**config.mk**
```make
export PLATFORM = sky130hd
export DESIGN_NAME = fd_decode_stage_flat
export DESIGN_NICKNAME = d
export VERILOG_FILES = /design/src/rtl/fd_decode_stage_if.sv /design/src/rtl/fd_decode_stage.sv /design/src/flat_wrapper.sv
export SDC_FILE = /design/constraint.sdc
export NUM_CORES = 1
export LEC_CHECK = 0
export ABC_CLOCK_PERIOD_IN_PS = 3310
export BUFFER_PORTS_ARGS = -buffer_cell sky130_fd_sc_hd__buf_4
export CAP_MARGIN = 20
export CORE_UTILIZATION = 26
export CTS_CLUSTER_DIAMETER = 200
export DETAILED_ROUTE_END_ITERATION = 8
export SLEW_MARGIN = 5
export SYNTH_ARGS = -nofsm -noshare
export SYNTH_HDL_FRONTEND = slang
export SYNTH_SLANG_ARGS = --single-unit
```
**constraint.sdc**
```tcl
create_clock -name clock -period 3.31 [get_ports clock]
set_input_delay 0.331 -clock clock [delete_from_list [all_inputs] [get_ports clock]]
set_output_delay 0.331 -clock clock [all_outputs]
set_load 0.02 [all_outputs]
```
**src/rtl/fd_decode_stage_if.sv**
```systemverilog
// Fetch-side, execute-side, register-file and interlock signals of the F/D stage.
// The slave modport is the stage itself; master is the surrounding pipeline.
interface fd_decode_stage_if #(
    parameter int unsigned INSN_W = 32,
    parameter int unsigned PC_W   = 32,
    parameter int unsigned REG_AW = 5,
    parameter int unsigned CNT_W  = 16
) ();
    logic              f_valid;
    logic              f_ready;
    logic [INSN_W-1:0] f_insn;
    logic [PC_W-1:0]   f_pc;
    logic              d_valid;
    logic              d_ready;
    logic [INSN_W-1:0] d_insn;
    logic [PC_W-1:0]   d_pc;
    logic [REG_AW-1:0] read_reg_a;
    logic [REG_AW-1:0] read_reg_b;
    logic              uses_a;
    logic              uses_b;
    logic              x_load_valid;
    logic [REG_AW-1:0] x_load_rd;
    logic              flush;
    logic [CNT_W-1:0]  stall_cnt;

    modport master (
        output f_valid, f_insn, f_pc, d_ready, x_load_valid, x_load_rd, flush,
        input  f_ready, d_valid, d_insn, d_pc, read_reg_a, read_reg_b,
               uses_a, uses_b, stall_cnt
    );

    modport slave (
        input  f_valid, f_insn, f_pc, d_ready, x_load_valid, x_load_rd, flush,
        output f_ready, d_valid, d_insn, d_pc, read_reg_a, read_reg_b,
               uses_a, uses_b, stall_cnt
    );
endinterface

```
**src/rtl/fd_decode_stage.sv**
```systemverilog
// One-entry fetch/decode holding register: register-file addressing, operand
// classification, load-use interlock and branch flush.
//
// state | meaning
// EMPTY | no instruction held, fetch may load
// FULL  | instruction held; issues when no hazard (READY) or waits (STALL)
module fd_decode_stage #(
    parameter int unsigned INSN_W     = 32,
    parameter int unsigned PC_W       = 32,
    parameter int unsigned REG_AW     = 5,
    parameter logic [31:0] RDSRC_MASK = 32'h000000D4,
    parameter logic [31:0] NOA_MASK   = 32'h0020000A,
    parameter int unsigned CNT_W      = 16
) (
    input logic           clock,
    input logic           reset,
    fd_decode_stage_if.slave bus
);
    localparam int unsigned OP_W   = 5;
    localparam int unsigned RD_LSB = INSN_W - OP_W - REG_AW;
    localparam int unsigned RS_LSB = RD_LSB - REG_AW;
    localparam int unsigned RT_LSB = RS_LSB - REG_AW;

    typedef enum logic {
        EMPTY = 1'b0,
        FULL  = 1'b1
    } entryState_e;

    entryState_e       stateQ, stateD;
    logic              loadEntry;
    logic [INSN_W-1:0] insnQ;
    logic [PC_W-1:0]   pcQ;
    logic [CNT_W-1:0]  stallCntQ;

    logic              held;
    logic [OP_W-1:0]   opcode;
    logic [REG_AW-1:0] rdField, rsField, rtField, regB;
    logic              rdIsSrcB, noOperandA;
    logic              usesA, usesB, hazard;
    logic              dValid, fire, fReady, accept;

    // Decode looks only at the held entry so addresses are stable for a whole stall.
    assign held       = (stateQ == FULL);
    assign opcode     = insnQ[INSN_W-1 -: OP_W];
    assign rdField    = insnQ[RD_LSB +: REG_AW];
    assign rsField    = insnQ[RS_LSB +: REG_AW];
    assign rtField    = insnQ[RT_LSB +: REG_AW];
    assign rdIsSrcB   = RDSRC_MASK[opcode];
    assign noOperandA = NOA_MASK[opcode];
    assign regB       = rdIsSrcB ? rdField : rtField;
    assign usesA      = held & ~noOperandA;
    assign usesB      = held & ((opcode == '0) | rdIsSrcB);

    // r0 is hard-wired, so a load targeting it never blocks a consumer.
    assign hazard = held & bus.x_load_valid & (bus.x_load_rd != '0)
                  & ((usesA & (rsField == bus.x_load_rd))
                  |  (usesB & (regB == bus.x_load_rd)));

    assign dValid = held & ~hazard & ~bus.flush;
    assign fire   = dValid & bus.d_ready;
    // Gated by reset so fetch sees no acceptance while the stage is held in reset.
    assign fReady = reset & ~bus.flush & (~held | fire);
    assign accept = bus.f_valid & fReady;

    always_ff @(posedge clock or negedge reset) begin
        if (!reset) begin
            stateQ <= EMPTY;
        end else begin
            stateQ <= stateD;
        end
    end

    always_comb begin
        stateD    = stateQ;
        loadEntry = 1'b0;
        case (stateQ)
            EMPTY: begin
                if (accept) begin
                    stateD    = FULL;
                    loadEntry = 1'b1;
                end
            end
            FULL: begin
                if (bus.flush) begin
                    stateD = EMPTY;
                end else if (accept) begin
                    loadEntry = 1'b1;
                end else if (fire) begin
                    stateD = EMPTY;
                end
            end
            default: stateD = EMPTY;
        endcase
    end

    always_ff @(posedge clock or negedge reset) begin
        if (!reset) begin
            insnQ <= '0;
            pcQ   <= '0;
        end else if (loadEntry) begin
            insnQ <= bus.f_insn;
            pcQ   <= bus.f_pc;
        end
    end

    // Flush takes precedence, so a cycle that is both flushed and hazarded is not counted.
    always_ff @(posedge clock or negedge reset) begin
        if (!reset) begin
            stallCntQ <= '0;
        end else if (hazard && !bus.flush && (stallCntQ != '1)) begin
            stallCntQ <= stallCntQ + CNT_W'(1);
        end
    end

    assign bus.f_ready    = fReady;
    assign bus.d_valid    = dValid;
    assign bus.d_insn     = insnQ;
    assign bus.d_pc       = pcQ;
    assign bus.read_reg_a = rsField;
    assign bus.read_reg_b = regB;
    assign bus.uses_a     = usesA;
    assign bus.uses_b     = usesB;
    assign bus.stall_cnt  = stallCntQ;
endmodule

```
**src/flat_wrapper.sv**
```systemverilog
// flat-port wrapper written by rule: the top's interface ports become plain ports
module fd_decode_stage_flat 
#(
    parameter int unsigned INSN_W     = 32,
    parameter int unsigned PC_W       = 32,
    parameter int unsigned REG_AW     = 5,
    parameter logic [31:0] RDSRC_MASK = 32'h000000D4,
    parameter logic [31:0] NOA_MASK   = 32'h0020000A,
    parameter int unsigned CNT_W      = 16
)
  (clock, reset, bus_f_valid, bus_f_insn, bus_f_pc, bus_d_ready, bus_x_load_valid, bus_x_load_rd, bus_flush, bus_f_ready, bus_d_valid, bus_d_insn, bus_d_pc, bus_read_reg_a, bus_read_reg_b, bus_uses_a, bus_uses_b, bus_stall_cnt);
  fd_decode_stage_if #(.INSN_W(INSN_W), .PC_W(PC_W), .REG_AW(REG_AW), .CNT_W(CNT_W)) bus_i ();
  input logic clock;
  input logic reset;
  input wire logic [$bits(bus_i.f_valid)-1:0] bus_f_valid;
  input wire logic [$bits(bus_i.f_insn)-1:0] bus_f_insn;
  input wire logic [$bits(bus_i.f_pc)-1:0] bus_f_pc;
  input wire logic [$bits(bus_i.d_ready)-1:0] bus_d_ready;
  input wire logic [$bits(bus_i.x_load_valid)-1:0] bus_x_load_valid;
  input wire logic [$bits(bus_i.x_load_rd)-1:0] bus_x_load_rd;
  input wire logic [$bits(bus_i.flush)-1:0] bus_flush;
  output wire logic [$bits(bus_i.f_ready)-1:0] bus_f_ready;
  output wire logic [$bits(bus_i.d_valid)-1:0] bus_d_valid;
  output wire logic [$bits(bus_i.d_insn)-1:0] bus_d_insn;
  output wire logic [$bits(bus_i.d_pc)-1:0] bus_d_pc;
  output wire logic [$bits(bus_i.read_reg_a)-1:0] bus_read_reg_a;
  output wire logic [$bits(bus_i.read_reg_b)-1:0] bus_read_reg_b;
  output wire logic [$bits(bus_i.uses_a)-1:0] bus_uses_a;
  output wire logic [$bits(bus_i.uses_b)-1:0] bus_uses_b;
  output wire logic [$bits(bus_i.stall_cnt)-1:0] bus_stall_cnt;
  assign bus_i.f_valid = bus_f_valid;
  assign bus_i.f_insn = bus_f_insn;
  assign bus_i.f_pc = bus_f_pc;
  assign bus_i.d_ready = bus_d_ready;
  assign bus_i.x_load_valid = bus_x_load_valid;
  assign bus_i.x_load_rd = bus_x_load_rd;
  assign bus_i.flush = bus_flush;
  assign bus_f_ready = bus_i.f_ready;
  assign bus_d_valid = bus_i.d_valid;
  assign bus_d_insn = bus_i.d_insn;
  assign bus_d_pc = bus_i.d_pc;
  assign bus_read_reg_a = bus_i.read_reg_a;
  assign bus_read_reg_b = bus_i.read_reg_b;
  assign bus_uses_a = bus_i.uses_a;
  assign bus_uses_b = bus_i.uses_b;
  assign bus_stall_cnt = bus_i.stall_cnt;
  fd_decode_stage #(.INSN_W(INSN_W), .PC_W(PC_W), .REG_AW(REG_AW), .RDSRC_MASK(RDSRC_MASK), .NOA_MASK(NOA_MASK), .CNT_W(CNT_W)) u_core (.clock(clock), .reset(reset), .bus(bus_i));
endmodule
```
==> impl_results.md, run 1 <==
- ANT nets after route: 0
- Postcts setup bufs: 0
- Vias in the first global route: 2,869
- Pwr Total: 3.14 mW
- Die extent in x: 121 um
- Top FF cell, synth: dfrtp_1
- Worst vdd ir: 227 uV
- CTS buffer count: 9
- Worst Path Buf+Inv: 3
- Port bufs: 168
- Post-Syn Instances: 274
- Mux cell area share after synthesis: 0.216
- Tightest Pin Transition: 0.595 ns
- Post_cts resized: 0
- Vias per inst: 4.52
- Slew HR: 0.598
- CTS tree: done
- CTS max path bufs: 2
- First-pass GRT wire length: 15,100 um
- Top Ports: 169
- Startpoint Class: flop
- HPWL after DPL: 7030 um
- Flops & latches, synth: 81
- Die height: 121 um
- Hold Crit Class: input port to async pin
- CP Max Fanout: 18
- Cell mode on critical path: buf_4
- Fill cells: 1,363
- Final Hold Vio Count: 0
- Synth async-reset ratio: 1.00
- Layout cell share with drive strength beyond 1: 0.457
- # DRC: 0
- Final worst-path setup slack: 0.383 ns
- Pre-antenna DRT Iters: 4
- Sequential area share after synthesis: 0.547
- Tcrit/Tclk final: 0.884
- Distinct cells, synth: 41
- Met2 Use GR: 0.203
- Via count: 2,828
- Post-CTS Hold Buffers: 0
- Unrepaired setup endpoints after global routing: no
- Largest family of logic cells by synthesized area: multiplexers
- Worst-skew pair later-pin latency: 0.34 ns
- Post-Place Cells: 610
- Finished Layout Cells: 626
- Wire length per cell: 15.3 um
- Fin Clk Skew: 0.00547 ns
- Power Density: 581 nW/um^2
- R2R depth: 8
- Reg clk slew, reported paths: 0.06 ns
- Root buf cell: clkbuf_16
- Synthesized area: 3700 um^2
- M3 GR Usage: 0.0371
- CP delay by family, top: compound AO/OA/AOI/OAI gates
- Pre-CTS setup slack: 0.499 ns
- Crit. End Element: output pin
- All-Layer GR Usage: 0.138
- Gpl congestion: 0.810
- Clk sinks: 81
- Complex-gate fraction of the synthesized area: 0.0335
- CTS HTree Levels: 3
- Area growth, synth to finish: 46.2%
- R2R Path Start: u_core.bus.d_insn[26]$_DFFE_PN0P_
- Crit Path Class: flop to output pin
- Worst EP arrival: 2.60 ns
- Outcome: finished, final reports clean
- Tmin final: 2.93 ns
- Core area: 13,900 um^2
- Leak: 2.58 nW
- Initial DRC Count: 148
- Num rows: 43
- Critical path's largest stage delay: 0.53 ns
- EDFF count, synth: 0
- Syn_nets: 350
- N_diodes: 0
- Crit-path slowest cell: o311ai_0
- Final setup violation count: 0
- Pin count of the biggest net entering global routing: 82
- Total grt overflow: 0
- Register-to-Register Setup Slack: 0.63 ns
- Avg Synthesized Cell Area: 13.5 um^2
- TNS Setup: 0 ns
- Post-Synth XOR/XNOR Area: 0.0591
- Post-Synth Simple-Gate Area: 0.0983
- Synth Warn #: 0
- Initial Utilization: 0.267
- Synth Area in Adders: 0.00608
- Detailed Route WL: 9570 um
- Max cap viols: 0
- Layout net count: 518
- Worst Path Required: 2.98 ns
- Die ar.: 14,700 um^2
- Gr busiest metal: met2
- Crit-path cells: inv_1 -> a222oi_1 -> nand2_1 -> o311ai_0 -> a31oi_4 -> buf_4 -> and4b_1 -> buf_4
- Final Slew Violations: 0
- Max Fclk: 0.342 GHz
- Initial antenna violation count: 0
- Worst r2r dst: u_core.bus.stall_cnt[12]$_DFFE_PN0P_
- Grt met1 use: 0.178
## layout make-up
class	instances	area, um^2	share of cell area
sequential	81	2030	0.375
clock inverter	5	32.5	0.00601
timing repair buffer	173	1330	0.246
inverter	5	18.8	0.00347
clock buffer	10	239	0.0442
multi-input combinational	172	1540	0.284
tap	180	225	0.0416
## registers in the layout, summed over array words and instances (netlist names)
signal                flops
u_core.bus.d_insn        32
u_core.bus.d_pc          32
u_core.bus.stall_cnt     16
u_core.held               1
## synth_stat cells (2+ instances only)
cell type | number | area share
or2_2 | 2 | 0.0034
inv_1 | 5 | 0.0051
nor4b_1 | 3 | 0.0071
nand3_1 | 6 | 0.0081
mux2_1 | 64 | 0.19
buf_6 | 6 | 0.018
xnor2_1 | 6 | 0.014
nor2_1 | 4 | 0.0041
o21ai_0 | 4 | 0.0054
buf_4 | 6 | 0.012
nand4_1 | 3 | 0.0051
nand2b_1 | 4 | 0.0068
clkbuf_1 | 4 | 0.0041
nor4_1 | 11 | 0.019
nor3_1 | 3 | 0.0041
mux2_2 | 7 | 0.021
xor2_1 | 19 | 0.045
dfrtp_1 | 81 | 0.55
nor2b_1 | 6 | 0.010
nand2_1 | 9 | 0.0091
## layer usage
layer  vias up  share of wire
met2       103           0.47
met4         0          0.026
met3        14          0.068
met1      1403           0.43
met5         -              0
li1       1308              -
## logic make-up (layout without fill, tap and decap cells)
family	count (synthesis)	in the layout
AND/OR/NAND/NOR	60	60
XOR/XNOR	25	25
multiplexers	71	71
adder cells (fa/ha/maj)	2	2
AO/OA/AOI/OAI	14	14
buffers and inverters	21	193
flip-flops	81	81
## worst max-delay path by stage
stage,start,to,slack (ns),cells after the start
global route,u_core.bus.d_insn[26]$_DFFE_PN0P_,bus_f_ready,0.18,8
finish,u_core.bus.d_insn[26]$_DFFE_PN0P_,bus_f_ready,0.38,8
detailed placement,bus_x_load_rd[1],u_core.bus.d_pc[23]$_DFFE_PN0P_,0.50,9
global placement,bus_x_load_rd[1],u_core.bus.d_pc[19]$_DFFE_PN0P_,0.52,9
floorplan,bus_x_load_rd[1],u_core.bus.d_insn[0]$_DFFE_PN0P_,0.75,9
CTS,u_core.bus.d_insn[26]$_DFFE_PN0P_,bus_f_ready,0.37,8
## cell usage in the layout, fill, tap and decap left out, types with 2 or more instances in the layout
cell type   synthesis  layout
clkbuf_16           0       9
clkinv_2            0       2
mux2_2              7       7
nor4b_1             3       3
nand2b_1            4       4
o21ai_0             4       4
buf_4               6     171
nor2_1              4       4
inv_1               5       5
nand2_1             9       9
xor2_1             19      19
or2_2               2       2
dfrtp_1            81      81
nand3_1             6       6
mux2_1             64      64
nor4_1             11      11
clkinvlp_4          0       3
nand4_1             3       3
nor3_1              3       3
xnor2_1             6       6
nor2b_1             6       6
## report_power, final
part / internal [mW] / switching (mW) / total [mW]
logic: 0.449 / 0.480 / 0.930
registers: 1.15 / 0.136 / 1.29
clock network: 0.521 / 0.402 / 0.923
total: 2.12 / 1.02 / 3.14
## stage by stage
step / hold WS [ns] / cell area [um^2] / utilization
after floorplan: 0.0354 / 3700 / -
after global placement: 0.469 / 5110 / 0.368
after detailed placement: 0.476 / 5110 / 0.368
after CTS: 0.184 / 5380 / 0.388
after global routing: 0.127 / 5410 / 0.390
final: 0.0819 / 5410 / 0.390
## worst register-to-register path: stages (launching register included)
cell	delay [ns]
dfrtp_1	0.42
inv_1	0.08
a222oi_1	0.32
nand2_1	0.14
o311ai_0	0.53
a31oi_4	0.16
buf_4	0.23
nor4_1	0.32
mux2_2	0.37
Power figures use the tool's default switching activity.
==> run 2: changes to the inputs <==
--- a/config.mk
+++ b/config.mk
@@ -5,7 +5,7 @@
 export SDC_FILE = /design/constraint.sdc
 export NUM_CORES = 1
 export LEC_CHECK = 0
-export ABC_CLOCK_PERIOD_IN_PS = 3310
+export ABC_CLOCK_PERIOD_IN_PS = 3150
 export BUFFER_PORTS_ARGS = -buffer_cell sky130_fd_sc_hd__buf_4
 export CAP_MARGIN = 20
 export CORE_UTILIZATION = 26
==> constraint.sdc (replaced) <==
create_clock -name clock -period 3.15 [get_ports clock]
set_input_delay 0.315 -clock clock [delete_from_list [all_inputs] [get_ports clock]]
set_output_delay 0.315 -clock clock [all_outputs]
set_load 0.02 [all_outputs]
==> impl_results.md, run 2 (synthesis gave the netlist of run 1 again) <==
- Outcome: finished, final reports clean
- Die extent in x: 121 um
- Worst-skew pair later-pin latency: 0.33 ns
- Fin Clk Skew: 0.00945 ns
- Gpl congestion: 0.779
- Tmin final: 2.96 ns
- Most frequent cells in the layout: buf_4 (171), dfrtp_1 (81), mux2_1 (64)
- Top routing layer used: met4
- Initial DRC Count: 94
- N_diodes: 0
- ANT nets after route: 0
- Via count: 2,824
- Wl on met1: 4160 um
- Die ar.: 14,700 um^2
- Vias in the first global route: 2,938
- Leak: 2.61 nW
- Reg clk slew, reported paths: 0.06 ns
- Final setup violation count: 0
- CP Max Fanout: 18
- Hold Crit Class: input port to async pin
- Final Hold Vio Count: 0
- CTS max path bufs: 2
- Layout cell share with drive strength beyond 1: 0.455
- CTS HTree Levels: 3
- Max Fclk: 0.337 GHz
- Power Density: 644 nW/um^2
- Startpoint Class: flop
- Num rows: 43
- Detailed Route WL: 9510 um
- Unrepaired setup endpoints after global routing: no
- HPWL after DPL: 7040 um
- Area growth, synth to finish: 47.9%
- Initial antenna violation count: 0
- Pin count of the biggest net entering global routing: 82
- Slew HR: 0.580
- Port bufs: 168
- Clk sinks: 81
- All-Layer GR Usage: 0.136
- Worst EP arrival: 2.65 ns
- Metal3 WL: 648 um
- Post-CTS Hold Buffers: 0
- Top Ports: 169
- Total grt overflow: 0
- Postcts setup bufs: 0
- CTS tree: done
- TNS Setup: 0 ns
- # DRC: 0
- Post_cts resized: 0
- CTS buffer count: 9
- Tcrit/Tclk final: 0.941
- Pre-antenna DRT Iters: 4
- Tightest Pin Transition: 0.622 ns
- First-pass GRT wire length: 15,300 um
- Worst vdd ir: 263 uV
- Die height: 121 um
- Met2 wire length: 4530 um
- Worst Path Required: 2.83 ns
- Most common cell after layout, fill and taps aside: buf_4
- Initial Utilization: 0.267
- Wire length per cell: 15.2 um
- Vias per inst: 4.51
- Crit Path Class: flop to output pin
- Root buf cell: clkbuf_16
- Layout net count: 518
- Pwr Total: 3.53 mW
- Crit. End Element: output pin
- Max cap viols: 0
- Final Slew Violations: 0
- Core area: 13,900 um^2
-- run 2: path summary, 6_finish.rpt --
path,slack [ns],cells after the start,end,start
setup / recovery,0.19,8,bus_f_ready,u_core.bus.d_insn[26]$_DFFE_PN0P_
hold / removal,0.04,2,u_core.bus.d_insn[23]$_DFFE_PN0P_,reset
setup reg to reg,0.40,8,u_core.bus.stall_cnt[14]$_DFFE_PN0P_,u_core.bus.d_insn[26]$_DFFE_PN0P_
hold reg to reg,0.49,1,u_core.bus.d_insn[8]$_DFFE_PN0P_,u_core.bus.d_insn[8]$_DFFE_PN0P_
max in group asynchronous,2.52,3,u_core.bus.d_pc[30]$_DFFE_PN0P_,reset
min in group clock,0.19,2,u_core.bus.d_pc[13]$_DFFE_PN0P_,bus_f_pc[13]
-- run 2: metal layers --
layer / vias to the layer above / global-route usage
met5: - / 0
met4: 0 / 0.0525
met3: 11 / 0.0409
met2: 106 / 0.211
met1: 1396 / 0.176
li1: 1311 / -
-- run 2: layout make-up --
type,count,area [um^2]
clock inverters,5,105
flip-flops and latches,81,2030
inverters,5,18.8
fillers,1361,8410
well taps,180,225
multi-input cells,172,1540
repair buffers,173,1330
clock buffers,10,229
-- run 2: through the flow --
step / std cells / cell area, um^2 / utilization / hold WS [ns] / setup WS, ns
3_3_place_gp: 610 / 5110 / 0.368 / 0.468 / 0.414
6_report: 626 / 5470 / 0.394 / 0.0407 / 0.186
3_5_place_dp: 610 / 5110 / 0.368 / 0.476 / 0.363
4_1_cts: 625 / 5450 / 0.392 / 0.181 / 0.187
2_1_floorplan: 274 / 3700 / - / 0.0194 / 0.597
5_1_grt: 626 / 5470 / 0.394 / 0.0574 / 0.0210
-- run 2: worst max-delay path, stage by stage (launching register included) --
cell and delay (ns):
dfrtp_1 0.41, inv_1 0.07, a222oi_1 0.38, nand2_1 0.14, o311ai_0 0.56, a31oi_4 0.16, buf_4 0.23, and4b_1 0.22
buf_4 0.16
-- run 2: where the power goes --
part / internal (mW) / leakage [nW] / switching (mW) / total [mW]
combinational: 0.472 / 1.46 / 0.507 / 0.979
clock: 0.770 / 0.155 / 0.418 / 1.19
sequential: 1.21 / 0.995 / 0.147 / 1.36
total: 2.45 / 2.61 / 1.07 / 3.53
